==> config.mk <==
export PLATFORM = sky130hd
export DESIGN_NAME = servo_motion_scheduler_flat
export DESIGN_NICKNAME = d
export VERILOG_FILES = /design/src/rtl/servo_motion_scheduler_if.sv /design/src/rtl/servo_motion_scheduler.sv /design/src/flat_wrapper.sv
export SDC_FILE = /design/constraint.sdc
export NUM_CORES = 1
export LEC_CHECK = 0
export BUFFER_PORTS_ARGS = -buffer_cell sky130_fd_sc_hd__buf_4
export CAP_MARGIN = 15
export CORE_MARGIN = 4
export CORE_UTILIZATION = 25
export CTS_CLUSTER_SIZE = 20
export DETAILED_ROUTE_END_ITERATION = 8
export GPL_ROUTABILITY_DRIVEN = 1
export PLACE_DENSITY = 0.5
export SETUP_SLACK_MARGIN = 0.15
export SYNTH_ARGS = -nofsm -noshare
export SYNTH_HDL_FRONTEND = slang
export SYNTH_SLANG_ARGS = --single-unit
==> constraint.sdc <==
create_clock -name clk -period 11.9 [get_ports clk]
set_clock_uncertainty 0.15 [all_clocks]
set_input_delay 2.975 -clock clk [delete_from_list [all_inputs] [get_ports clk]]
set_output_delay 2.975 -clock clk [all_outputs]
set_load 0.005 [all_outputs]
==> src/rtl/servo_motion_scheduler_if.sv <==
// servo_motion_scheduler_if: valid/ready command channel carrying a channel select and a target angle code.
//   cmd_valid  source -> scheduler  command present
//   cmd_ready  scheduler -> source  command can be accepted this cycle
//   cmd_ch     source -> scheduler  0 = channel 1, 1 = channel 2
//   cmd_angle  source -> scheduler  requested angle code, unsigned
interface servo_motion_scheduler_if;
  logic       cmd_valid;
  logic       cmd_ready;
  logic       cmd_ch;
  logic [7:0] cmd_angle;
  modport master (output cmd_valid, cmd_ch, cmd_angle, input cmd_ready);
  modport slave (input cmd_valid, cmd_ch, cmd_angle, output cmd_ready);
endinterface

==> src/rtl/servo_motion_scheduler.sv <==
// servo_motion_scheduler: frame-synchronous angle ramping for two SG-90 servo channels.
//   clk, rst_n          clock, asynchronous active-low reset
//   bus                 command channel (slave side)
//   abort               freeze both channels at their current angle
//   angle_1, angle_2    angle codes to the two SG_90 generators
//   busy_1, busy_2      channel is ramping
//   done                one-cycle completion pulse per channel, bit0 = channel 1
//   frame_tick          one-cycle pulse at the end of each PWM frame
module servo_motion_scheduler #(
  parameter int FRAME_CYCLES = 1000000,
  parameter int STEP_FRAMES  = 2,
  parameter int MIN_ANGLE    = 5,
  parameter int MAX_ANGLE    = 25
) (
  input  logic                           clk,
  input  logic                           rst_n,
  servo_motion_scheduler_if.slave        bus,
  input  logic                           abort,
  output logic [7:0]                     angle_1,
  output logic [7:0]                     angle_2,
  output logic                           busy_1,
  output logic                           busy_2,
  output logic [1:0]                     done,
  output logic                           frame_tick
);
  localparam int FW = FRAME_CYCLES > 1 ? $clog2(FRAME_CYCLES) : 1;
  localparam int SW = STEP_FRAMES > 1 ? $clog2(STEP_FRAMES) : 1;
  localparam logic [7:0] LO = 8'(MIN_ANGLE);
  localparam logic [7:0] HI = 8'(MAX_ANGLE);
  typedef enum logic {IDLE, RAMP} state_t;
  logic [FW-1:0] fcnt, fcnt_nxt;
  logic [SW-1:0] scnt;
  logic          step_en, rdy_q, accept;
  logic [7:0]    clamped;
  logic [1:0]    hit, step_ch, ev, done_nxt;
  state_t        state [2];
  state_t        state_nxt [2];
  logic [7:0]    angle [2];
  logic [7:0]    angle_nxt [2];
  logic [7:0]    target [2];
  logic [7:0]    target_nxt [2];
  assign fcnt_nxt = (fcnt == FW'(FRAME_CYCLES - 1)) ? '0 : fcnt + 1'b1;
  assign step_en = frame_tick && scnt == SW'(STEP_FRAMES - 1);
  // ready is registered but masked by abort so no command slips in while frozen
  assign bus.cmd_ready = rdy_q && !abort;
  assign accept = bus.cmd_valid && bus.cmd_ready;
  assign clamped = bus.cmd_angle < LO ? LO : bus.cmd_angle > HI ? HI : bus.cmd_angle;
  assign hit = {accept && bus.cmd_ch, accept && !bus.cmd_ch};
  assign step_ch = {state[1] == RAMP, state[0] == RAMP} & {2{step_en}};
  assign ev = hit | step_ch;
  assign angle_1 = angle[0];
  assign angle_2 = angle[1];
  assign busy_1 = state[0] == RAMP;
  assign busy_2 = state[1] == RAMP;
  always_ff @(posedge clk or negedge rst_n)
    if (!rst_n) begin
      fcnt       <= '0;
      scnt       <= '0;
      frame_tick <= 1'b0;
      rdy_q      <= 1'b0;
    end else begin
      fcnt       <= fcnt_nxt;
      frame_tick <= fcnt_nxt == FW'(FRAME_CYCLES - 1);
      if (frame_tick) scnt <= step_en ? '0 : scnt + 1'b1;
      rdy_q      <= !abort && !accept;
    end
  always_ff @(posedge clk or negedge rst_n)
    if (!rst_n) begin
      state  <= '{IDLE, IDLE};
      angle  <= '{LO, LO};
      target <= '{LO, LO};
      done   <= 2'b00;
    end else begin
      state  <= state_nxt;
      angle  <= angle_nxt;
      target <= target_nxt;
      done   <= done_nxt;
    end
  // a step always uses the target held before this edge; a same-cycle accept
  // only replaces the target, so it steers from the following step onward
  always_comb begin
    for (int i = 0; i < 2; i++) begin
      angle_nxt[i]  = abort ? angle[i] : step_ch[i] ? (target[i] > angle[i] ? angle[i] + 8'd1 : angle[i] - 8'd1) : angle[i];
      target_nxt[i] = abort ? angle[i] : hit[i] ? clamped : target[i];
      state_nxt[i]  = abort ? IDLE : !ev[i] ? state[i] : target_nxt[i] == angle_nxt[i] ? IDLE : RAMP;
      done_nxt[i]   = !abort && ev[i] && target_nxt[i] == angle_nxt[i];
    end
  end
endmodule

==> src/flat_wrapper.sv <==
// flat-port wrapper written by rule: the top's interface ports become plain ports
module servo_motion_scheduler_flat 
#(
  parameter int FRAME_CYCLES = 1000000,
  parameter int STEP_FRAMES  = 2,
  parameter int MIN_ANGLE    = 5,
  parameter int MAX_ANGLE    = 25
)
  (clk, rst_n, abort, angle_1, angle_2, busy_1, busy_2, done, frame_tick, bus_cmd_valid, bus_cmd_ch, bus_cmd_angle, bus_cmd_ready);
  servo_motion_scheduler_if bus_i ();
  input  logic clk;
  input  logic rst_n;
  input  logic abort;
  output logic [7:0] angle_1;
  output logic [7:0] angle_2;
  output logic busy_1;
  output logic busy_2;
  output logic [1:0] done;
  output logic frame_tick;
  input wire logic [$bits(bus_i.cmd_valid)-1:0] bus_cmd_valid;
  input wire logic [$bits(bus_i.cmd_ch)-1:0] bus_cmd_ch;
  input wire logic [$bits(bus_i.cmd_angle)-1:0] bus_cmd_angle;
  output wire logic [$bits(bus_i.cmd_ready)-1:0] bus_cmd_ready;
  assign bus_i.cmd_valid = bus_cmd_valid;
  assign bus_i.cmd_ch = bus_cmd_ch;
  assign bus_i.cmd_angle = bus_cmd_angle;
  assign bus_cmd_ready = bus_i.cmd_ready;
  servo_motion_scheduler #(.FRAME_CYCLES(FRAME_CYCLES), .STEP_FRAMES(STEP_FRAMES), .MIN_ANGLE(MIN_ANGLE), .MAX_ANGLE(MAX_ANGLE)) u_core (.clk(clk), .rst_n(rst_n), .bus(bus_i), .abort(abort), .angle_1(angle_1), .angle_2(angle_2), .busy_1(busy_1), .busy_2(busy_2), .done(done), .frame_tick(frame_tick));
endmodule
==> flow_metrics.env, run 1 <==
export IMPL_path_class="input port to primary output"
export IMPL_portBuffers=34
export IMPL_syn_to_final_growth_pct=19.83
export IMPL_fmax_mhz=149.9
export IMPL_fp_coreArea_mm2=0.01594
export IMPL_setup_tns_ns=0
export IMPL_gp_congestion=0.8252
export IMPL_synth_edf_count=0
export IMPL_post_place_ws_ns=5.222
export IMPL_clk_latency_ns=0.33
export IMPL_end_kind="primary output"
export IMPL_routed_wl_um=10140
export IMPL_hold_path_depth=1
export IMPL_rows=46
export IMPL_post_route_util=0.3063
export IMPL_synth_cell_types=62
export IMPL_drtIter0Drc=194
export IMPL_cts_resized=0
export IMPL_crit_slowest_cell="buf_4"
export IMPL_avgSynthCellArea_um2=8.917
export IMPL_ys_seq_elements=59
export IMPL_grt_first_pass_wirelength_um=17080
export IMPL_die_area_mm2=0.01841
export IMPL_cp_required_ns=8.78
export IMPL_hold_ws_ns=0.3560
export IMPL_syn_num_nets=503
export IMPL_irDropWorstVdd_mv=0.07340
export IMPL_crit_chain="buf_4, nor2b_1, buf_4"
export IMPL_ctsHoldBuffers=0
export IMPL_p_leak_nw=2.139
export IMPL_wl_per_cell_um=14.28
export IMPL_timing_final_ws_setup_ns=5.230
export IMPL_startpoint_type="input port"
export IMPL_path_delay_family="buffers and inverters"
export IMPL_ys_warn_count=0
export IMPL_crit_arrival_ns=3.54
export IMPL_crit_cells=3
export IMPL_htreeDepth=3
export IMPL_critPathMaxStageDelay_ns=0.31
export IMPL_finalSetupViolations=0
export IMPL_yosys_most_used_dff="dfrtp_1"
export IMPL_r2r_cells=16
export IMPL_crit_buf_inv=2
export IMPL_cts_path_max_buffers=2
export IMPL_powerDensity_mw_per_mm2=123.2
export IMPL_drv_cap=0
export IMPL_die_x_um=135.7
export IMPL_drc=0
export IMPL_antenna_found_initial=0
export IMPL_period_needed_ns=6.670
export IMPL_clkTransAtPathRegs_ns=0.05
export IMPL_start_util=0.2556
export IMPL_status="complete, no violations"
export IMPL_n_antenna_cell=0
export IMPL_cts_tree="built"
export IMPL_finalCritPeriodShare=0.5605
export IMPL_fp_dieH_um=135.7
export IMPL_ant_nets=0
export IMPL_gr_usage_met1=0.1479
export IMPL_final_hold_viol_count=0
export IMPL_cp_max_fo=36
export IMPL_synthArstFlopShare=1.000
export IMPL_grtUsageMet3=0.02860
export IMPL_path_common_cell="buf_4"
export IMPL_synth_area_mm2=0.004075
export IMPL_via_per_inst=4.849
export IMPL_grtUsageTotal=0.1152
export IMPL_grt_ovfl_total=0
export IMPL_grt_busiest_layer="met2"
export IMPL_cts_root_buf="clkbuf_16"
export IMPL_final_nets=535
export IMPL_synth_sequential_area_ratio=0.3648
export IMPL_grtUsageMet2=0.1925
export IMPL_worst_slew_pin_slew_ns=0.8098
export IMPL_grt_max_degree=60
export IMPL_hpwl_um=7619
export IMPL_clock_sinks=59
export IMPL_min_path_type="flip-flop to flip-flop"
export IMPL_slew_limit_headroom=0.4602
export IMPL_first_global_vias=3475
export IMPL_post_cts_setup_buffers=0
export IMPL_numCtsBuffers=9
export IMPL_drt_pass1_iter_count=4
export IMPL_ios=35
export IMPL_report_power_total_uw=601.7
export IMPL_rsz0062_at_grt="false"
export IMPL_vias=3443
export IMPL_drv_slew=0
export IMPL_drive_gt1_frac=0.1377
export IMPL_syn_inst=457
[kinds of logic after synthesis]
family	share of synthesized area
simple gates	0.2198
compound gates	0.1759
xor+xnor	0.08382
buf+inv	0.04329
mux	0.007369
flops	0.3648
fa+ha+maj	0.1050
[per-stage QoR]
stage | cells | cell area, um2
after floorplan | 457 | 4075
after CTS | 710 | 4883
final | 710 | 4883
after detailed placement | 694 | 4556
after global routing | 710 | 4883
after global placement | 694 | 4556
[final timing paths]
check,to,start,slack [ns]
worst max-delay path,bus_cmd_ready,abort,5.23
worst max register to register,u_core.done[0],u_core.angle_1[2],7.12
worst min-delay path,u_core.fcnt[0],u_core.fcnt[0],0.36
worst min register to register,u_core.fcnt[0],u_core.fcnt[0],0.36
min in group asynchronous,u_core.fcnt[16],rst_n,2.59
max in group asynchronous,u_core.angle_2[1],rst_n,8.48
[cell type report]
class,count,area (um2)
well taps,216,270.3
inverters,29,108.9
clock inverters,5,75.07
clock buffers,11,252.7
repair buffers,37,277.8
multi-input cells,353,2412
fillers,1663,11060
flip-flops and latches,59,1486
[sequential cells by signal, summed over array words and instances (netlist names)]
name / cells
u_core.rdy_q: 1
u_core.scnt: 1
u_core.target: 16
u_core.frame_tick: 1
u_core.busy_1: 1
u_core.fcnt: 20
u_core.angle_1: 8
u_core.angle_2: 8
u_core.done: 2
u_core.busy_2: 1
[worst reg2reg max path, delay by kind of cell (launching register included)]
family | cells | cell delay [ns]
AO/OA/AOI/OAI | 7 | 2.11
adder cells (fa/ha/maj) | 2 | 0.62
buffers and inverters | 2 | 0.32
flip-flops | 1 | 0.54
AND/OR/NAND/NOR | 5 | 0.97
[power breakdown]
| part | switching [mW] | internal (mW) | leakage [nW] | total, mW |
|---|---|---|---|---|
| combinational | 0.0633 | 0.0445 | 1.24 | 0.108 |
| clock | 0.0885 | 0.193 | 0.165 | 0.282 |
| sequential | 0.00462 | 0.208 | 0.736 | 0.212 |
[metal layers]
metal / share of wire / wire, um
met1: 0.46 / 4651
met2: 0.48 / 4885
met4: 0.014 / 142
met3: 0.045 / 458
met5: 0 / 0
[Yosys cell counts, types with 8 or more instances]
cell type,n,area (um2)
dfstp_2,8,210.2
nand4_1,8,50.05
a21oi_1,21,105.1
a211oi_1,8,60.06
dfrtp_1,51,1276
ha_1,31,387.9
xor2_1,22,192.7
inv_1,29,108.9
clkbuf_1,13,48.80
nor2_1,30,112.6
nand3_1,16,80.08
nand2b_1,8,50.05
nor3_1,18,90.09
nand2_1,42,157.7
xnor2_1,17,148.9
o21ai_0,39,195.2
[cell usage in the layout, fill, tap and decap left out, types with 3 or more instances in the layout]
master,count
a2111o_1,3
a211oi_1,8
a21oi_1,21
a31oi_1,6
and2_1,3
and3_1,6
and4_1,7
buf_4,37
clkbuf_16,9
clkinv_2,3
dfrtp_1,51
dfstp_2,8
ha_1,31
inv_1,29
mux2i_1,3
nand2_1,42
nand2b_1,8
nand3_1,16
nand4_1,8
nor2_1,30
nor2b_1,5
nor3_1,18
nor3b_1,3
nor4b_1,4
o211ai_1,3
o21ai_0,39
o21bai_1,3
o22ai_1,5
o31ai_1,3
xnor2_1,17
xor2_1,22
(Power assumes the default switching activity.)
==> inputs of run 2 (changes only) <==
Settings changed: PLACE_DENSITY 0.5 to 0.51.
Clock period 11.9 ns to 6.05 ns, I/O delays scaled along.
==> flow_metrics.env, run 2 (synthesis results as in run 1) <==
export IMPL_fp_coreArea_mm2=0.01594
export IMPL_cts_path_max_buffers=2
export IMPL_fmax_mhz=221.2
export IMPL_powerDensity_mw_per_mm2=244.3
export IMPL_drv_slew=0
export IMPL_ios=35
export IMPL_layout_commonest_cell="dfrtp_1"
export IMPL_largest_reg_flops=20
export IMPL_rsz0062_at_grt="false"
export IMPL_drtIter0Drc=179
export IMPL_fillCellCount=1666
export IMPL_reg2reg_to="u_core.done[0]"
export IMPL_drv_cap=0
export IMPL_via_per_inst=4.856
export IMPL_portBuffers=34
export IMPL_min_path_type="flip-flop to flip-flop"
export IMPL_htreeDepth=3
export IMPL_gp_congestion=0.8445
export IMPL_worst_slew_pin_slew_ns=0.8022
export IMPL_slew_limit_headroom=0.4652
export IMPL_fp_dieH_um=135.7
export IMPL_post_cts_setup_buffers=0
export IMPL_die_x_um=135.7
export IMPL_clock_sinks=59
export IMPL_path_delay_family="compound AO/OA/AOI/OAI gates"
export IMPL_status="complete, no violations"
export IMPL_path_class="flip-flop to flip-flop"
export IMPL_ant_nets=0
export IMPL_worstSetupStartpoint="u_core.angle_1[2]"
export IMPL_timing_final_ws_setup_ns=1.529
export IMPL_grt_ovfl_total=0
export IMPL_crit_cells=16
export IMPL_crit_slowest_cell="dfstp_2"
export IMPL_grtUsageTotal=0.1193
export IMPL_cts_tree="built"
export IMPL_r2r_cells=16
export IMPL_post_place_ws_ns=1.357
export IMPL_vias=3448
export IMPL_drive_gt1_frac=0.1356
export IMPL_clk_latency_ns=0.33
export IMPL_drt_pass1_iter_count=4
export IMPL_layout_common_cells="51 x dfrtp_1, 42 x nand2_1, 39 x o21ai_0, 37 x buf_4, 31 x ha_1"
export IMPL_ctsHoldBuffers=0
export IMPL_grt_first_pass_wirelength_um=17510
export IMPL_cts_root_buf="clkbuf_16"
export IMPL_final_nets=535
export IMPL_antenna_found_initial=0
export IMPL_numCtsBuffers=9
export IMPL_startpoint_type="flip-flop"
export IMPL_finalSetupViolations=0
export IMPL_cp_required_ns=6.16
export IMPL_crit_buf_inv=2
export IMPL_p_leak_nw=2.132
export IMPL_drc=0
export IMPL_crit_arrival_ns=4.64
export IMPL_ff2ff_setup_slack_ns=1.53
export IMPL_fin_cells=710
export IMPL_cp_max_fo=7
export IMPL_report_power_total_mw=1.193
export IMPL_clkTransAtPathRegs_ns=0.05
export IMPL_syn_to_final_growth_pct=19.86
export IMPL_regArea_mm2=0.001486
export IMPL_critPathMaxStageDelay_ns=0.54
export IMPL_wl_per_cell_um=14.73
export IMPL_period_needed_ns=4.522
export IMPL_top_register="u_core.fcnt"
export IMPL_dp_cells=694
export IMPL_multiInputGateArea_mm2=0.002412
export IMPL_die_area_mm2=0.01841
export IMPL_setup_tns_ns=0
export IMPL_n_antenna_cell=0
export IMPL_largestRegisters="u_core.fcnt x20, u_core.target x16"
export IMPL_final_hold_viol_count=0
export IMPL_grt_max_degree=60
export IMPL_r2r_start="u_core.angle_1[2]"
export IMPL_routed_wl_um=10460
export IMPL_hold_ws_ns=0.3643
export IMPL_irDropWorstVdd_mv=0.1300
export IMPL_first_global_vias=3483
export IMPL_hpwl_um=7754
export IMPL_finalCritPeriodShare=0.7474
export IMPL_cts_resized=0
export IMPL_end_kind="flip-flop"
export IMPL_crit_chain="inv_1, ha_1, and4b_1, a211oi_1, o21ai_0, and2_1, inv_1, ha_1, a211oi_1, o21ai_0, o22ai_1, xor2_1, a2111oi_2, nand4_1, a311oi_1, and3_1"
export IMPL_rows=46
export IMPL_endpoint="u_core.done[0]"
export IMPL_start_util=0.2556
==> run 2: metrics by stage <==
step	area [um2]	util
global placement	4556	0.2857
global route	4885	0.3064
floorplan	4075	-
finish	4885	0.3064
detailed placement	4556	0.2857
CTS	4885	0.3064
==> run 2: final cells by class <==
type                    count  share of cell area
repair buffers             37             0.05686
multi-input cells         353              0.4939
clock buffers              12             0.05251
flip-flops and latches     59              0.3043
well taps                 216             0.05533
inverters                  29             0.02228
clock inverters             4             0.01486
==> run 2: layer usage <==
| layer | vias up | track usage | wire (um) |
|---|---|---|---|
| met3 | 12 | 0.02935 | 449 |
| met4 | 0 | 0.03415 | 102 |
| met2 | 72 | 0.2002 | 5160 |
| li1 | 1715 | - | - |
| met5 | - | 0 | 0 |
| met1 | 1649 | 0.1524 | 4742 |
==> run 2: how the worst min path moves through the flow <==
stage / end / slack, ns / startpoint / depth (start not counted)
global placement: u_core.fcnt[0] / 0.35 / u_core.fcnt[0] / 1
CTS: u_core.fcnt[0] / 0.37 / u_core.fcnt[0] / 1
detailed placement: u_core.fcnt[15] / 0.36 / u_core.fcnt[15] / 1
global route: u_core.fcnt[15] / 0.39 / u_core.fcnt[15] / 1
finish: u_core.fcnt[0] / 0.36 / u_core.fcnt[0] / 1
floorplan: u_core.fcnt[15] / 0.32 / u_core.fcnt[15] / 1
==> run 2: power breakdown <==
part           internal, mW  switching, mW  total (mW)
logic                0.0877          0.121       0.209
registers             0.408        0.00886       0.417
clock network         0.382          0.185       0.568
